`config.mk`:
```
export PLATFORM = sky130hd
export DESIGN_NAME = hazard_scoreboard
export DESIGN_NICKNAME = d
export VERILOG_FILES = /design/src/rtl/hazard_scoreboard.sv
export SDC_FILE = /design/constraint.sdc
export NUM_CORES = 1
export LEC_CHECK = 0
export ABC_AREA = 1
export BUFFER_PORTS_ARGS = -buffer_cell sky130_fd_sc_hd__buf_2
export CORE_MARGIN = 4
export CORE_UTILIZATION = 30
export CTS_BUF_LIST = sky130_fd_sc_hd__clkbuf_4 sky130_fd_sc_hd__clkbuf_8
export DETAILED_ROUTE_END_ITERATION = 12
export GPL_TIMING_DRIVEN = 0
export REMOVE_ABC_BUFFERS = 1
export SLEW_MARGIN = 20
export SYNTH_ARGS = -nofsm -noshare
export SYNTH_HDL_FRONTEND = slang
export SYNTH_SLANG_ARGS = --single-unit
```
`constraint.sdc`:
```
create_clock -name clk -period 3.1 [get_ports clk]
set_input_delay 0.155 -clock clk [delete_from_list [all_inputs] [get_ports clk]]
set_output_delay 0.155 -clock clk [all_outputs]
set_load 0.05 [all_outputs]
```
`src/rtl/hazard_scoreboard.sv`:
```
// Multi-issue ID-stage hazard unit: register scoreboard for long-latency writes,
// per-lane issue decision (thermometer across lanes) and a redirect flush window.

module hazard_lane #(
    parameter int IDX_W    = 5,
    parameter int NREG     = 32,
    parameter int CW       = 3,
    parameter int MAX_PEND = 4
) (
    input  logic             i_valid,
    input  logic             i_long,
    input  logic [IDX_W-1:0] i_rs,
    input  logic [IDX_W-1:0] i_rt,
    input  logic [NREG-1:0]  i_busy,
    input  logic [NREG-1:0]  i_older_wr,
    input  logic [CW-1:0]    i_pend_older,
    output logic             o_ok
);
    logic w_src_blk;
    logic w_cap_ok;

    // i_busy already has WB forwarding applied and reg 0 cleared
    assign w_src_blk = i_busy[i_rs] | i_busy[i_rt] | i_older_wr[i_rs] | i_older_wr[i_rt];
    assign w_cap_ok  = ~i_long | (i_pend_older < CW'(MAX_PEND));
    assign o_ok      = i_valid & ~w_src_blk & w_cap_ok;
endmodule

module hazard_scoreboard #(
    parameter int LANES     = 2,
    parameter int IDX_W     = 5,
    parameter int MAX_PEND  = 4,
    parameter int FLUSH_CYC = 1,
    parameter int CNT_W     = 16
) (
    input  logic                          clk,
    input  logic                          rst,
    input  logic [LANES-1:0]              in_valid,
    input  logic [LANES*IDX_W-1:0]        in_rs_idx,
    input  logic [LANES*IDX_W-1:0]        in_rt_idx,
    input  logic [LANES*IDX_W-1:0]        in_rd_idx,
    input  logic [LANES-1:0]              in_rd_we,
    input  logic [LANES-1:0]              in_long_op,
    input  logic                          in_wb_valid,
    input  logic [IDX_W-1:0]              in_wb_idx,
    input  logic [1:0]                    in_IDEX_PCSrc,
    output logic [LANES-1:0]              out_issue,
    output logic                          out_data_hazard,
    output logic                          out_flush,
    output logic [$clog2(MAX_PEND+1)-1:0] out_pend_cnt,
    output logic [CNT_W-1:0]              out_stall_cnt
);
    localparam int NREG = 1 << IDX_W;
    localparam int PC_W = $clog2(MAX_PEND+1);
    localparam int CW   = $clog2(MAX_PEND+LANES+1);
    localparam logic [2:0] FL_LOAD = 3'(FLUSH_CYC);

    logic [NREG-1:0]  r_busy;
    logic [PC_W-1:0]  r_pend;
    logic [2:0]       r_flush_cnt;
    logic [CNT_W-1:0] r_stall;

    logic [NREG-1:0]            w_busy_eff;
    logic [LANES:0][NREG-1:0]   w_older_wr;
    logic [LANES:0][CW-1:0]     w_older_long;
    logic [LANES-1:0]           w_lane_ok;
    logic [LANES-1:0]           w_issue;
    logic                       w_hazard;
    logic                       w_flush;
    logic [IDX_W-1:0]           w_rd;
    logic [IDX_W-1:0]           w_rd2;
    logic                       w_chain;
    logic [NREG-1:0]            w_set;
    logic [NREG-1:0]            w_clr_mask;
    logic [CW-1:0]              w_nset;
    logic                       w_clr;
    logic [CW-1:0]              w_pend_nxt;

    assign w_flush = (r_flush_cnt != 3'd0);

    // Older-lane write set and long-op occupancy seen by each lane
    always_comb begin
        w_busy_eff = r_busy;
        if (in_wb_valid) w_busy_eff[in_wb_idx] = 1'b0;
        w_busy_eff[0] = 1'b0;
        w_rd = '0;
        w_older_wr[0]   = '0;
        w_older_long[0] = CW'(r_pend);
        for (int i = 0; i < LANES; i++) begin
            w_rd = in_rd_idx[i*IDX_W +: IDX_W];
            w_older_wr[i+1]   = w_older_wr[i];
            w_older_long[i+1] = w_older_long[i] + CW'(in_valid[i] & in_long_op[i]);
            if (in_valid[i] && in_rd_we[i] && w_rd != '0) w_older_wr[i+1][w_rd] = 1'b1;
        end
    end

    for (genvar g = 0; g < LANES; g++) begin : g_lane
        hazard_lane #(.IDX_W(IDX_W), .NREG(NREG), .CW(CW), .MAX_PEND(MAX_PEND)) u_lane (
            .i_valid      (in_valid[g]),
            .i_long       (in_long_op[g]),
            .i_rs         (in_rs_idx[g*IDX_W +: IDX_W]),
            .i_rt         (in_rt_idx[g*IDX_W +: IDX_W]),
            .i_busy       (w_busy_eff),
            .i_older_wr   (w_older_wr[g]),
            .i_pend_older (w_older_long[g]),
            .o_ok         (w_lane_ok[g])
        );
    end

    always_comb begin
        w_issue = '0;
        w_chain = ~rst & ~w_flush;
        for (int i = 0; i < LANES; i++) begin
            w_chain    = w_chain & w_lane_ok[i];
            w_issue[i] = w_chain;
        end
        w_hazard = ~rst & ((in_valid[0] & ~w_issue[0]) | (w_issue[0] & |(in_valid & ~w_issue)));
    end

    // Scoreboard update: clear first, then set, so a same-cycle set wins
    always_comb begin
        w_set  = '0;
        w_nset = '0;
        w_rd2  = '0;
        for (int i = 0; i < LANES; i++) begin
            w_rd2 = in_rd_idx[i*IDX_W +: IDX_W];
            if (w_issue[i] && in_long_op[i] && in_rd_we[i] && w_rd2 != '0) begin
                w_set[w_rd2] = 1'b1;
                w_nset       = w_nset + CW'(1);
            end
        end
        w_clr      = in_wb_valid & r_busy[in_wb_idx];
        w_clr_mask = '0;
        if (w_clr) w_clr_mask[in_wb_idx] = 1'b1;
        w_pend_nxt = CW'(r_pend) + w_nset - CW'(w_clr);
    end

    always_ff @(posedge clk) begin
        if (rst) begin
            r_busy      <= '0;
            r_pend      <= '0;
            r_flush_cnt <= '0;
            r_stall     <= '0;
        end else begin
            r_busy <= ((r_busy & ~w_clr_mask) | w_set) & ~NREG'(1);
            r_pend <= PC_W'(w_pend_nxt);
            if (in_IDEX_PCSrc != 2'b00) r_flush_cnt <= FL_LOAD;
            else if (w_flush)           r_flush_cnt <= r_flush_cnt - 3'd1;
            if (w_hazard && r_stall != '1) r_stall <= r_stall + CNT_W'(1);
        end
    end

    assign out_issue       = w_issue;
    assign out_data_hazard = w_hazard;
    assign out_flush       = w_flush;
    assign out_pend_cnt    = r_pend;
    assign out_stall_cnt   = r_stall;
endmodule

```
Word level (Yosys, flattened, before mapping)
Memories as Yosys holds them, arrays and structs flattened. Index checks and enable logic that the tools add are counted.

Add/sub/neg operators: 6. $mul: 0. Divide/modulo/power cells: 0. Order comparisons: 12. Equality and inequality tests: 1. Shifts and indexed selects: 0. Multiplexer cells: 31. Bitwise logic cells: 36. Reductions and logical operators: 19.

Operators by type and width (count): $mux 32 (5); $and 32x32->32 (2); $not 32->32 (2); $or 32x32->32 (2); $lt 5x6->1 const B (7); $bmux 1 s5 (7); $add 16x1->16 const B (1); $ne 16x16->1 const B (1); $demux 1 s5 (3); $ge 5x1->1 const B (3); $mux 1 (15); $and 1x1->1 (12); $logic_and 1x1->1 (12); $reduce_bool 5->1 (2); $or 1x1->1 (9); $not 1->1 (7); $lt 3x3->1 const B (2); $reduce_bool 2->1 (2); $reduce_or 2->1 (2); $add 3x1->3 (1); $add 3x1->3 const B (1); $add 3x3->3 (1); $mux 3 (1); $reduce_bool 3->1 (1); 4 further kinds (4).

Register bits: 54. Bits in latches: 0. RAM bits: 0. Bits in read-only memories: 64. Input bits: 46. Output and inout port bits: 23. Word-level logic and storage cells: 113. Memories kept: 2.

Memory list: (no name shown) (words 32, bits a word 1, rd ports 1, clocked after memory_dff 0, write ports 0, RTL line 23) `assign w_src_blk = i_busy[i_rs] | i_busy[i_rt] | i_older_wr[i_rs] | i_older_wr[i_rt];`; (no name shown) (words 32, bits a word 1, rd ports 1, clocked after memory_dff 0, write ports 0, RTL line 23).

Longest topological paths before layout
Depth after elaboration: 24. Depth in mapped cells: 28. Gate-level depth less buffers: 27.

Modules after synthesis
From an unflattened synthesis, not the netlist that was laid out.

Cell total of the unflattened synthesis: 1130. Area, all modules: 6214.7 um^2.

By module, submodules not included: hazard_scoreboard (instances 1, cells each 716, area an instance 4140.2 um^2, sequential area each 1061.0 um^2); hazard_lane (instances 2, cells each 207, area an instance 1037.2 um^2, sequential area each 0.0 um^2).

Worst setup path before layout
OpenSTA, ideal clock, no wires.

Path kind: input -> register. Start: input port in_rd_idx[1]. End: register r_pend[2], in the netlist out_pend_cnt[2]. Library setup time: 73 ps. Arrival: 3368 ps. Data required time: 3027 ps. Setup slack: -341 ps. Stages on the path: 27. Buffers on the path: 2. Cells stage by stage: nor2_1 -> nand3_2 -> nand2_1 -> inv_2 -> buf_2 -> nand2_1 -> nand3_1 -> nand3_1 -> nand2_1 -> nand3_1 -> nand3_1 -> nand2_1 -> nand2_1 -> inv_2 -> nand2_1 -> nor2_4 -> buf_6 -> ha_1 -> inv_1 -> ha_1 -> inv_1 -> ha_1 -> inv_1 -> fa_1 -> xor2_1 -> or2_2 -> a21oi_1.

Word-level cells in the longest chain between the ends: 19. Elaborated cells on any way between the ends: 27. Those cells by class: add/sub (3); order compare (2); mux (9); bitwise (6); reduce/logical (7).

RTL lines: start: declaration (RTL line 40) `input logic [LANES*IDX_W-1:0] in_rd_idx,`; $lt 5x6->1 (not written as such) / $ge 5x1->1 (equally long branches) (RTL line 92) `if (in_valid[i] && in_rd_we[i] && w_rd != '0) w_older_wr[i+1][w_rd] = 1'b1;`; $logic_and 1x1->1 (not written as such) (RTL line 92); $mux 1 (not written as such) (RTL line 92); $demux 1 s5 (RTL line 92); $mux 32 (RTL line 92); $bmux 1 s5 (RTL line 23); $mux 1 (not written as such) (RTL line 23); $or 1x1->1 (2 in series) (RTL line 23); $not 1->1 (RTL line 25) `assign o_ok = i_valid & ~w_src_blk & w_cap_ok;`; $and 1x1->1 (2 in series) (RTL line 25); $and 1x1->1 (RTL line 113) `w_chain = w_chain & w_lane_ok[i];`; $logic_and 1x1->1 (3 in series) (RTL line 126) `if (w_issue[i] && in_long_op[i] && in_rd_we[i] && w_rd2 != '0) begin`; $mux 3 (*) (RTL line 126); $add 3x3->3 (*) (RTL line 134) `w_pend_nxt = CW'(r_pend) + w_nset - CW'(w_clr);`; $sub 3x1->3 (*) (RTL line 134); end signal: assignment (RTL line 145) `r_pend <= PC_W'(w_pend_nxt);`; end: declaration (RTL line 58) `logic [PC_W-1:0] r_pend;`.

Every way passes the cells marked *; elsewhere a longest branch is shown, timed or not. The select of a mux whose other input is x is not followed. A chain may end at the register's enable or synchronous reset.

Final worst setup path
Start: input port in_wb_idx[2]. End: register r_pend[2], in the netlist out_pend_cnt[2].

Word-level cells in the longest chain between the ends: 24. Elaborated cells on any way between the ends: 44. Those cells by class: add/sub (3); order compare (2); mux (15); bitwise (17); reduce/logical (7).

RTL lines: start: declaration (RTL line 44) `input logic [IDX_W-1:0] in_wb_idx,`; $lt 5x6->1 (not written as such) / $ge 5x1->1 (equally long branches) (RTL line 83) `if (in_wb_valid) w_busy_eff[in_wb_idx] = 1'b0;`; $logic_and 1x1->1 (not written as such) (RTL line 83); $mux 1 (not written as such) (RTL line 83); $demux 1 s5 (RTL line 83); $not 32->32 (no source line); $and 32x32->32 (no source line); $mux 32 (RTL line 83); $bmux 1 s5 (RTL line 23); (+5 left out); $and 1x1->1 (2 in series) (RTL line 25); $and 1x1->1 (RTL line 113); $logic_and 1x1->1 (3 in series) (RTL line 126); $mux 1 (RTL line 126); $add 3x1->3 (RTL line 128) `w_nset = w_nset + CW'(1);`; $mux 3 (RTL line 126); $add 3x3->3 (RTL line 134); $sub 3x1->3 (*) (RTL line 134).

Marked as above.

==> flow_summary.ini <==
[outcome]
status = complete, but fails checks
violations = negative setup slack

[final_layout]
design_area_sq_um = 7100
postLayoutCoreUtil = 0.391
nets = 1173
layout-area-overhead-vs-synth_pct = 27.3
most-common-layout-cells = nand2_1, nand3_1, nor2_1
fillers = 1991
insertedDiodeCount = 0
final_common_cell = nand2_1
layout-drive-gt1-share = 0.235

[floorplan]
start_util = 0.307
rows = 49
dieHeight_um = 144
fp.coreArea_sq_um = 18100
fp.dieArea_sq_um = 20800
dieWidth_um = 144
io_pins = 69

[worst_setup_path]
start_kind = input port
critPathKind = input port to register
cp_num_buf_inv = 7
crit_path_top_delay_cell = fa_2
cp-startpoint = in_wb_idx[2]
crit_fanout = 5
cpMostUsedCell = nand2_1
cp_top_family = simple AND/OR/NAND/NOR gates
crit_path_max_incr_delay_ns = 0.37
cp-end-kind = register
r2r_start = r_busy[29]
arrival_ns = 3.56
worstPathRequired_ns = 3.35

[clock_network]
clockBufferDepth = 2
cts_max_level = 2
hold_buffers = 0
cts.clk_slew.worst_paths_ns = 0.10
cts-root-buf = clkbuf_8
clk_latency_ns = 0.31
cts-buffers-inserted = 5
cts_tree = yes
cts_sinks = 53

[sta]
slew_headroom = 0.512
tightest_slew_ns = 0.731
slew_viol_final = 0
post-route-min-period_ns = 3.31
finalSetupViolCount = 1
postLayoutSetupSlackWorst_ns = -0.206
rsz0062_at_grt = true
hold_slack_ns = 0.123
skew_ns = 0.00970
fmax_ghz = 0.302
hold_violations = 0
timing.final.crit_share = 1.07

[power]
power_mw = 1.57
ir_drop_v = 0.000136
total_leakage_power_nw = 3.09
pwr_density_cell_nw_per_um2 = 221

[logic_synthesis]
synthDominantCellAreaShare = 0.231
synthTopCellsByArea = nand2_1, dfxtp_1, nand3_1
avgSynthCellArea_sq_um = 5.41
synthDistinctLibCells = 38
yosys_warnings = 0
synth_area_sq_um = 5580
synth-seq-area-share = 0.190
synthesis.instances = 1031
ys_ff_latch = 53
synth_top_area_cell = nand2_1

[global_route]
antenna_found_initial = 1
grt_first_pass_wirelength_um = 35500
track_usage = 0.219
grt_max_degree = 54
grt-ovfl-total = 0
first_global_vias = 6540

[detailed_routing]
dr.pass1.iters = 5
antenna_left = 0
wirelength_um = 23200
drtIter0Drc = 867
wl_per_cell_um = 17.2
drc = 0
wl_met2_um = 10000
vias = 7096
routed_via_density = 5.26
highest_layer = met5
dr_wl_met3_um = 2170
m1WireLength_um = 9980

[placement]
hpwl_um = 17200
place_area_sq_um = 6060
place_congestion = 1.03
portBuffers = 68

[run]
maxCapViolations = 0

[worst_hold_path]
min_from = in_IDEX_PCSrc[0]
hold_class = input port to register
report_power, final:
| group | leakage, nW | internal (mW) | total (mW) | switching (mW) |
|---|---|---|---|---|
| registers | 0.429 | 0.683 | 0.687 | 0.00344 |
| logic | 2.62 | 0.144 | 0.467 | 0.323 |
| clock network | 0.0433 | 0.177 | 0.416 | 0.239 |
state kept, by name (all words and copies together), names as in the netlist:
| register | count |
|---|---|
| r_flush_cnt | 3 |
| out_pend_cnt | 3 |
| out_stall_cnt | 16 |
| r_busy | 31 |
metrics by stage:
step / setup slack, ns / TNS, ns / instances
floorplan: -0.793 / -1.27 / 1000
global placement: -2.23 / -33.15 / 1297
detailed placement: -1.74 / -13.10 / 1298
CTS: -0.115 / -0.115 / 1331
global route: -0.352 / -0.394 / 1348
finish: -0.206 / -0.206 / 1348
tightest hold or removal path, delay by kind of cell:
kind,cells,cell delay (ns)
buf+inv,1,0.07
simple gates,2,0.12
compound gates,1,0.05
area by class of cell:
class / instances / area, sq um / share of cell area
repair inverters: 1 / 5.00 / 0.000705
flip-flops and latches: 53 / 1070 / 0.150
repair buffers: 110 / 752 / 0.106
well taps: 229 / 287 / 0.0404
clock buffers: 6 / 82.6 / 0.0116
clock inverters: 1 / 7.51 / 0.00106
inverters: 127 / 512 / 0.0721
multi-input cells: 821 / 4380 / 0.618
final timing paths:
check        slack, ns               to  cells after the start
max              -0.21  out_pend_cnt[2]                     26
min               0.12   r_flush_cnt[2]                      4
max reg2reg      -0.12  out_pend_cnt[2]                     25
min reg2reg       0.49   r_flush_cnt[0]                      2
layer usage:
| layer | global-route usage | vias up |
|---|---|---|
| li1 | - | 3478 |
| met1 | 0.303 | 3185 |
| met2 | 0.325 | 364 |
| met3 | 0.0466 | 67 |
| met4 | 0.0987 | 2 |
| met5 | 0 | - |
cells by family (layout without fill, tap and decap cells):
logic type               after synthesis  after routing  synth area share
AND/OR/NAND/NOR                      696            697             0.539
buffers and inverters                158            245             0.116
AO/OA/AOI/OAI                        100            100             0.110
flip-flops                            53             53             0.190
XOR/XNOR                              16             16            0.0251
adder cells (fa/ha/maj)                8              8            0.0193
Yosys cell counts:
| library cell | instances |
|---|---|
| nor2_4 | 3 |
| o21ai_1 | 5 |
| a21oi_2 | 9 |
| nor2_1 | 134 |
| ha_1 | 7 |
| nand3_2 | 4 |
| a31oi_1 | 6 |
| nor3_1 | 8 |
| nand2_1 | 343 |
| nor3_2 | 2 |
| o221ai_1 | 1 |
| xor2_1 | 12 |
| nand4_1 | 6 |
| or2_2 | 2 |
| a21oi_1 | 53 |
| nand2_4 | 1 |
| xnor2_1 | 4 |
| inv_1 | 115 |
| nand3_4 | 3 |
| buf_1 | 3 |
| o211ai_1 | 2 |
| clkinv_1 | 4 |
| a211oi_1 | 2 |
| o21ai_2 | 11 |
| buf_6 | 4 |
| nor2_2 | 6 |
| nand2_2 | 4 |
| buf_2 | 8 |
| o21ai_0 | 4 |
| nand3_1 | 176 |
| a22oi_1 | 7 |
| nor4_1 | 3 |
| nand3b_1 | 1 |
| dfxtp_1 | 53 |
| fa_1 | 1 |
| buf_4 | 3 |
| inv_2 | 8 |
| clkbuf_1 | 13 |
what timing repair did:
item | in CTS | in global routing
gates resized for setup | 106 | 52
gates cloned | 1 | 1
setup endpoints to repair | 4 | 2
pin swaps | 22 | 39
setup buffers | 25 | 16
hold endpoints to repair | 0 | 0
Note: power is estimated with default switching activity, not from simulation.
